### config.mk
export PLATFORM = sky130hd
export DESIGN_NAME = sync_fifo_param
export DESIGN_NICKNAME = d
export VERILOG_FILES = /design/src/rtl/sync_fifo_param.sv
export SDC_FILE = /design/constraint.sdc
export NUM_CORES = 1
export LEC_CHECK = 0
export ABC_AREA = 1
export CAP_MARGIN = 20
export CORE_AREA = 2 2 125 127
export DETAILED_ROUTE_END_ITERATION = 12
export DIE_AREA = 0 0 127 129
export PLACE_DENSITY_LB_ADDON = 0.25
export SYNTH_ARGS = -nofsm -noshare
export SYNTH_HDL_FRONTEND = slang
export SYNTH_SLANG_ARGS = --single-unit
### constraint.sdc
create_clock -name clk -period 2.9 [get_ports clk]
set_clock_uncertainty 0.2 [all_clocks]
set_input_delay 0.87 -clock clk [delete_from_list [all_inputs] [get_ports clk]]
set_output_delay 0.87 -clock clk [all_outputs]
set_load 0.01 [all_outputs]
### src/rtl/sync_fifo_param.sv
// rtl/sync_fifo_param.sv - parametrised single-clock FIFO with level flags, sticky errors and FWFT mode
module sync_fifo_param #(
    parameter int DATA_WIDTH    = 8,
    parameter int DEPTH         = 16,
    parameter int AFULL_THRESH  = 14,
    parameter int AEMPTY_THRESH = 2,
    parameter int FWFT          = 0
) (
    input  logic                     clk,
    input  logic                     rst,
    input  logic                     write_en,
    input  logic                     read_en,
    input  logic [DATA_WIDTH-1:0]    data_in,
    output logic [DATA_WIDTH-1:0]    data_out,
    output logic                     full,
    output logic                     empty,
    output logic                     almost_full,
    output logic                     almost_empty,
    output logic [$clog2(DEPTH):0]   count,
    output logic                     overflow,
    output logic                     underflow
);
    localparam int AW = $clog2(DEPTH);
    localparam int CW = AW + 1;
    localparam logic [CW-1:0] C_DEPTH  = CW'(DEPTH);
    localparam logic [CW-1:0] C_AFULL  = CW'(AFULL_THRESH);
    localparam logic [CW-1:0] C_AEMPTY = CW'(AEMPTY_THRESH);

    logic [DATA_WIDTH-1:0] r_mem [DEPTH];
    logic [AW-1:0]         r_wr_ptr;
    logic [AW-1:0]         r_rd_ptr;
    logic [CW-1:0]         r_count;
    logic [DATA_WIDTH-1:0] r_data_out;
    logic                  r_overflow;
    logic                  r_underflow;

    logic w_empty;
    logic w_full;
    logic w_rd_acc;
    logic w_wr_acc;

    assign w_empty  = (r_count == '0);
    assign w_full   = (r_count == C_DEPTH);
    // A read that frees a slot lets a write into a full FIFO in the same cycle
    assign w_rd_acc = read_en & ~w_empty;
    assign w_wr_acc = write_en & (~w_full | w_rd_acc);

    always_ff @(posedge clk) begin
        if (!rst && w_wr_acc) begin
            r_mem[r_wr_ptr] <= data_in;
        end
    end

    always_ff @(posedge clk) begin
        if (rst) begin
            r_wr_ptr    <= '0;
            r_rd_ptr    <= '0;
            r_count     <= '0;
            r_data_out  <= '0;
            r_overflow  <= 1'b0;
            r_underflow <= 1'b0;
        end else begin
            if (w_wr_acc) begin
                r_wr_ptr <= r_wr_ptr + 1'b1;
            end
            if (w_rd_acc) begin
                r_rd_ptr   <= r_rd_ptr + 1'b1;
                r_data_out <= r_mem[r_rd_ptr];
            end
            if (w_wr_acc && !w_rd_acc) begin
                r_count <= r_count + 1'b1;
            end else if (w_rd_acc && !w_wr_acc) begin
                r_count <= r_count - 1'b1;
            end
            if (write_en && !w_wr_acc) begin
                r_overflow <= 1'b1;
            end
            if (read_en && !w_rd_acc) begin
                r_underflow <= 1'b1;
            end
        end
    end

    generate
        if (FWFT != 0) begin : g_fwft
            // Head word is presented combinationally; zero while empty so reset reads back as 0
            assign data_out = w_empty ? '0 : r_mem[r_rd_ptr];
        end else begin : g_std
            assign data_out = r_data_out;
        end
    endgenerate

    assign full         = w_full;
    assign empty        = w_empty;
    assign almost_full  = (r_count >= C_AFULL);
    assign almost_empty = (r_count <= C_AEMPTY);
    assign count        = r_count;
    assign overflow     = r_overflow;
    assign underflow    = r_underflow;
endmodule

After elaboration in Yosys (flattened, before gate mapping) --
Memory sizes are Yosys's and may differ from the RTL's. A register that Yosys moved wholly into a read port is not among the register bits. Index checks and enable logic that the tools add are counted.
Cells by class: eq/ne operators 1, bitwise logic cells 5, reductions and logical operators 10, add/subtract/negate cells 4, $lt $le $gt $ge 2, mux-type cells 4
Operators by type and width (count):
- two-way mux 5 bit | 2
- adder 4 x 1 -> 4 bit, second input constant | 2
- adder 5 x 1 -> 5 bit, second input constant | 1
- equality test 5 bit, second input constant | 1
- >= comparator 5 x 4 -> 1 bit, second input constant | 1
- <= comparator 5 x 2 -> 1 bit, second input constant | 1
- logical AND 1 bit | 5
- logical NOT 5 bit | 1
- subtractor 5 x 1 -> 5 bit, second input constant | 1
- logical NOT 1 bit | 3
- AND 1 bit | 2
- two-way mux 1 bit | 2
- inverter 1 bit | 2
- nonzero test 2 bit | 1
- OR 1 bit | 1
Storage, ports and cells: logic and storage cells 32, RAM bits 128, memories 1, output and inout bits 19, flip-flop bits (word level) 15
Memories:
- r_mem | depth 16, bits a word 8, rd ports 1, clocked after Yosys merged registers in 1, write ports 1, line 29 | logic [DATA_WIDTH-1:0] r_mem [DEPTH];

Logic depth before layout (Yosys ltp) --
depth after elaboration 9, depth in mapped cells 12

Worst setup path before layout --
OpenSTA, ideal clock, no wires.
path type input -> register, start input port read_en, end register r_count[3], in the netlist count[3], setup slack 0.304 ns, cell stages on the path 10, data arrival time 2.280 ns, path buffers 0, path through o21ai_2 -> inv_2 -> ha_1 -> inv_1 -> ha_1 -> a21oi_1 -> nand2_1 -> xor2_1 -> o21ai_0 -> inv_1
Between the ends: longest elaborated chain between the ends 6
Ends and longest elaborated chain:
- from (decl) | line 12 | input logic read_en,
- AND 1 bit (*) | line 45 | assign w_rd_acc = read_en & ~w_empty;
- OR 1 bit | line 46 | assign w_wr_acc = write_en & (~w_full | w_rd_acc);
- AND 1 bit | line 46
- logical NOT 1 bit | line 72 | end else if (w_rd_acc && !w_wr_acc) begin
- logical AND 1 bit | line 72
- nonzero test 2 bit (no source line)
- to (signal assigned) | line 71 | r_count <= r_count + 1'b1;
- to (signal assigned) | line 73 | r_count <= r_count - 1'b1;
- to (decl) | line 32 | logic [CW-1:0] r_count;
Mark *: on every way between the ends. The rest lies on a longest branch, timed or not. A chain may end at the register's enable or synchronous reset.

Final worst setup path --
start register r_count[2], in the netlist count[2], end output port empty
Between the ends: longest elaborated chain between the ends 1
Ends and longest elaborated chain:
- logical NOT 5 bit | line 42 | assign w_empty = (r_count == '0);
- to (decl) | line 16 | output logic empty,
Every way passes these cells.

==> reports/summary.txt <==
Core area = 15,000 um^2
Final setup fails = 0
Gp weighted congestion = 0.872
Htree depth = 4
CP Max Fanout = 6
First-pass GRT wire length = 23,700 um
Clock Tree Buf Depth = 2
Layout cells sized above 1 = 10.8%
Syn_area_per_cell = 9.88 um^2
Rel. slew slack = 53.1%
Total power = 6.39 mW
Number of iterations in the first detailed-routing pass = 5
Commonest non-fill, non-tap cell in the layout = nand2_1
Fill count = 1,312
Mapped Area = 6630 um^2
Critical Path RT = 1.83 ns
Placed cells = 898
Startpoint Class = register
Hold/Removal Path Class = register to register
DRC violations left = 0
F_max = 360 MHz
Buf/Inv on CP = 2
Slew @ Worst Pin = 0.703 ns
Worst IR drop on VDD = 0.000426 V
Non-Filler Instances = 931
Reg2Reg Setup Slack = 0.42 ns
Number of cells on the critical path = 4
RR Endpoint = count[3]$_SDFFE_PP0P_
DIE WIDTH = 127 um
PD cells = 807 nW/um^2
Unrepaired setup endpoints after global routing = no
Ant. Diodes = 0
Cell taking the most area after synthesis = edfxtp_1
Via density = 5.01
TritonCTS buffer count = 17
FP Rows = 45
Slew Viols, Final = 0
Initial antenna violation count = 0
Detailed Route Iter0 Violations = 302
Syn nets = 693
R2R cell count = 13
Critical path's slowest cell = clkdlybuf4s50_1
CTS Sinks = 151
Critical Path Start = count[2]$_SDFFE_PP0P_
Clock root buffer = clkbuf_16
Gr usage total = 19.5%
Vias = 4,664
Worst r2r src = count[2]$_SDFFE_PP0P_
Top cell type's share of synthesized area = 58.0%
Most frequent cells in the layout = nand2_1, edfxtp_1, nand3_1, inv_1
Buffers on Ports = 30
Seq/Total Area, Yosys = 64.9%
Flops & latches, synth = 151
Total grt overflow = 0
CTS tree = done
CP delay by family, top = buffers and inverters
Status = finished clean
Worst-path cell chain = nor2_2 -> nand4_2 -> inv_1 -> clkdlybuf4s50_1
Nets = 752
Ports = 31
Distinct cells, synth = 26
WP data arrival = 1.71 ns
Tcrit/Tclk final = 95.8%
MaxCap Viol Count = 0
CP Capture Type = output pin
Gate Count Post-Synth = 671
Clk Latency, worst-skew pair = 0.42 ns
Final hold violations = 0
Ys Warns = 0
ANT nets after route = 0
Reg clk slew, reported paths = 0.06 ns
Critical path's largest stage delay = 0.54 ns
Area Growth Syn to Fin = 19.5%
Vias in the first global route = 4,543
DRT Wirelength = 15,100 um
Die Y = 129 um
Largest net degree at the start of global routing = 67
Largest cells by area after synthesis = edfxtp_1, nand2_1, nand3_1, dfxtp_1, inv_1
# hold bufs at CTS = 0
Crit path time final = 2.78 ns
Lkg Pwr = 3.36 nW
Detailed Place HPWL = 9830 um
WS Path Type = register to output pin
Die area = 16,400 um^2
Initial Utilization = 44.3%
Critical path capture point = empty
DR WL/cell = 16.3 um
-- flip-flops by register name, summed over array words and instances (netlist names) --
register / cells
count: 5
overflow: 1
underflow: 1
r_rd_ptr: 4
r_wr_ptr: 4
r_mem: 128
data_out: 8
-- Yosys cell counts (all sizes together) --
cell type and count:
a2111oi 1, a21oi 14, a31oi 1, buf 25, clkbuf 4, clkinv 2
dfxtp 23, edfxtp 128, fa 1, ha 9, inv 90, nand2 218
nand3 98, nand4 2, nor2 39, o21ai 9, xnor2 1, xor2 6
-- through the flow --
stage	utilization (%)	setup WS [ns]	hold WS, ns	area, um^2	TNS, ns
final	52.9	0.123	0.276	7920	0
after detailed placement	48.7	-0.170	0.269	7300	-0.507
after CTS	52.8	0.00504	0.283	7910	0
after global routing	52.9	0.0237	0.304	7920	0
after global placement	48.7	-0.125	0.262	7300	-0.317
after floorplan	-	0.304	0.272	6630	0
-- logic make-up (layout without fill, tap and decap cells) --
kind of cell	count (synthesis)	after routing	share of synthesized area, %
flip-flops	151	151	64.9
AND/OR/NAND/NOR	357	357	22.4
buffers and inverters	121	193	7.76
AO/OA/AOI/OAI	25	25	2.02
adder cells (fa/ha/maj)	10	10	2.00
XOR/XNOR	7	7	0.925
-- tightest hold or removal path, cell delays in order, from the launching register on --
cell and delay [ns]:
dfxtp_1 0.33, a31oi_1 0.05, nor2_1 0.07
-- power breakdown --
part | internal (mW) | switching, mW | total [mW]
logic | 0.602 | 0.973 | 1.58
registers | 2.46 | 0.0966 | 2.56
clock network | 1.43 | 0.823 | 2.25
-- routing by layer --
layer	up-vias	GRT usage (%)	wire, um	part of all wire (%)
met4	0	7.76	293	1.9
met2	129	32.2	7390	49
li1	2303	-	-	-
met1	2211	25.3	6740	44
met5	-	0	0	0
met3	21	3.99	727	4.8
-- timing repair --
action,4_1_cts,5_1_grt
gates resized for setup,2,4
pin swaps,0,2
buffers inserted,0,1
setup endpoints to repair,1,2
-- area by class of cell --
class	instances	area (um^2)	area share (%)
Tap cell	188	235	2.97
Clock inverter	13	180	2.27
Timing Repair Buffer	69	607	7.66
Sequential cell	151	4310	54.4
Multi-Input combinational cell	399	1810	22.9
Clock buffer	19	433	5.47
Inverter	92	345	4.36
-- worst min path at each step --
stage / start / endpoint / slack (ns) / cells past startpoint
finish: overflow$_SDFFE_PP0P_ / overflow$_SDFFE_PP0P_ / 0.28 / 2
global route: overflow$_SDFFE_PP0P_ / overflow$_SDFFE_PP0P_ / 0.30 / 2
CTS: underflow$_SDFFE_PP0P_ / underflow$_SDFFE_PP0P_ / 0.28 / 2
detailed placement: underflow$_SDFFE_PP0P_ / underflow$_SDFFE_PP0P_ / 0.27 / 2
global placement: overflow$_SDFFE_PP0P_ / overflow$_SDFFE_PP0P_ / 0.26 / 2
floorplan: r_wr_ptr[3]$_SDFFE_PP0N_ / r_wr_ptr[3]$_SDFFE_PP0N_ / 0.27 / 2
Power figures use the tool's default switching activity.
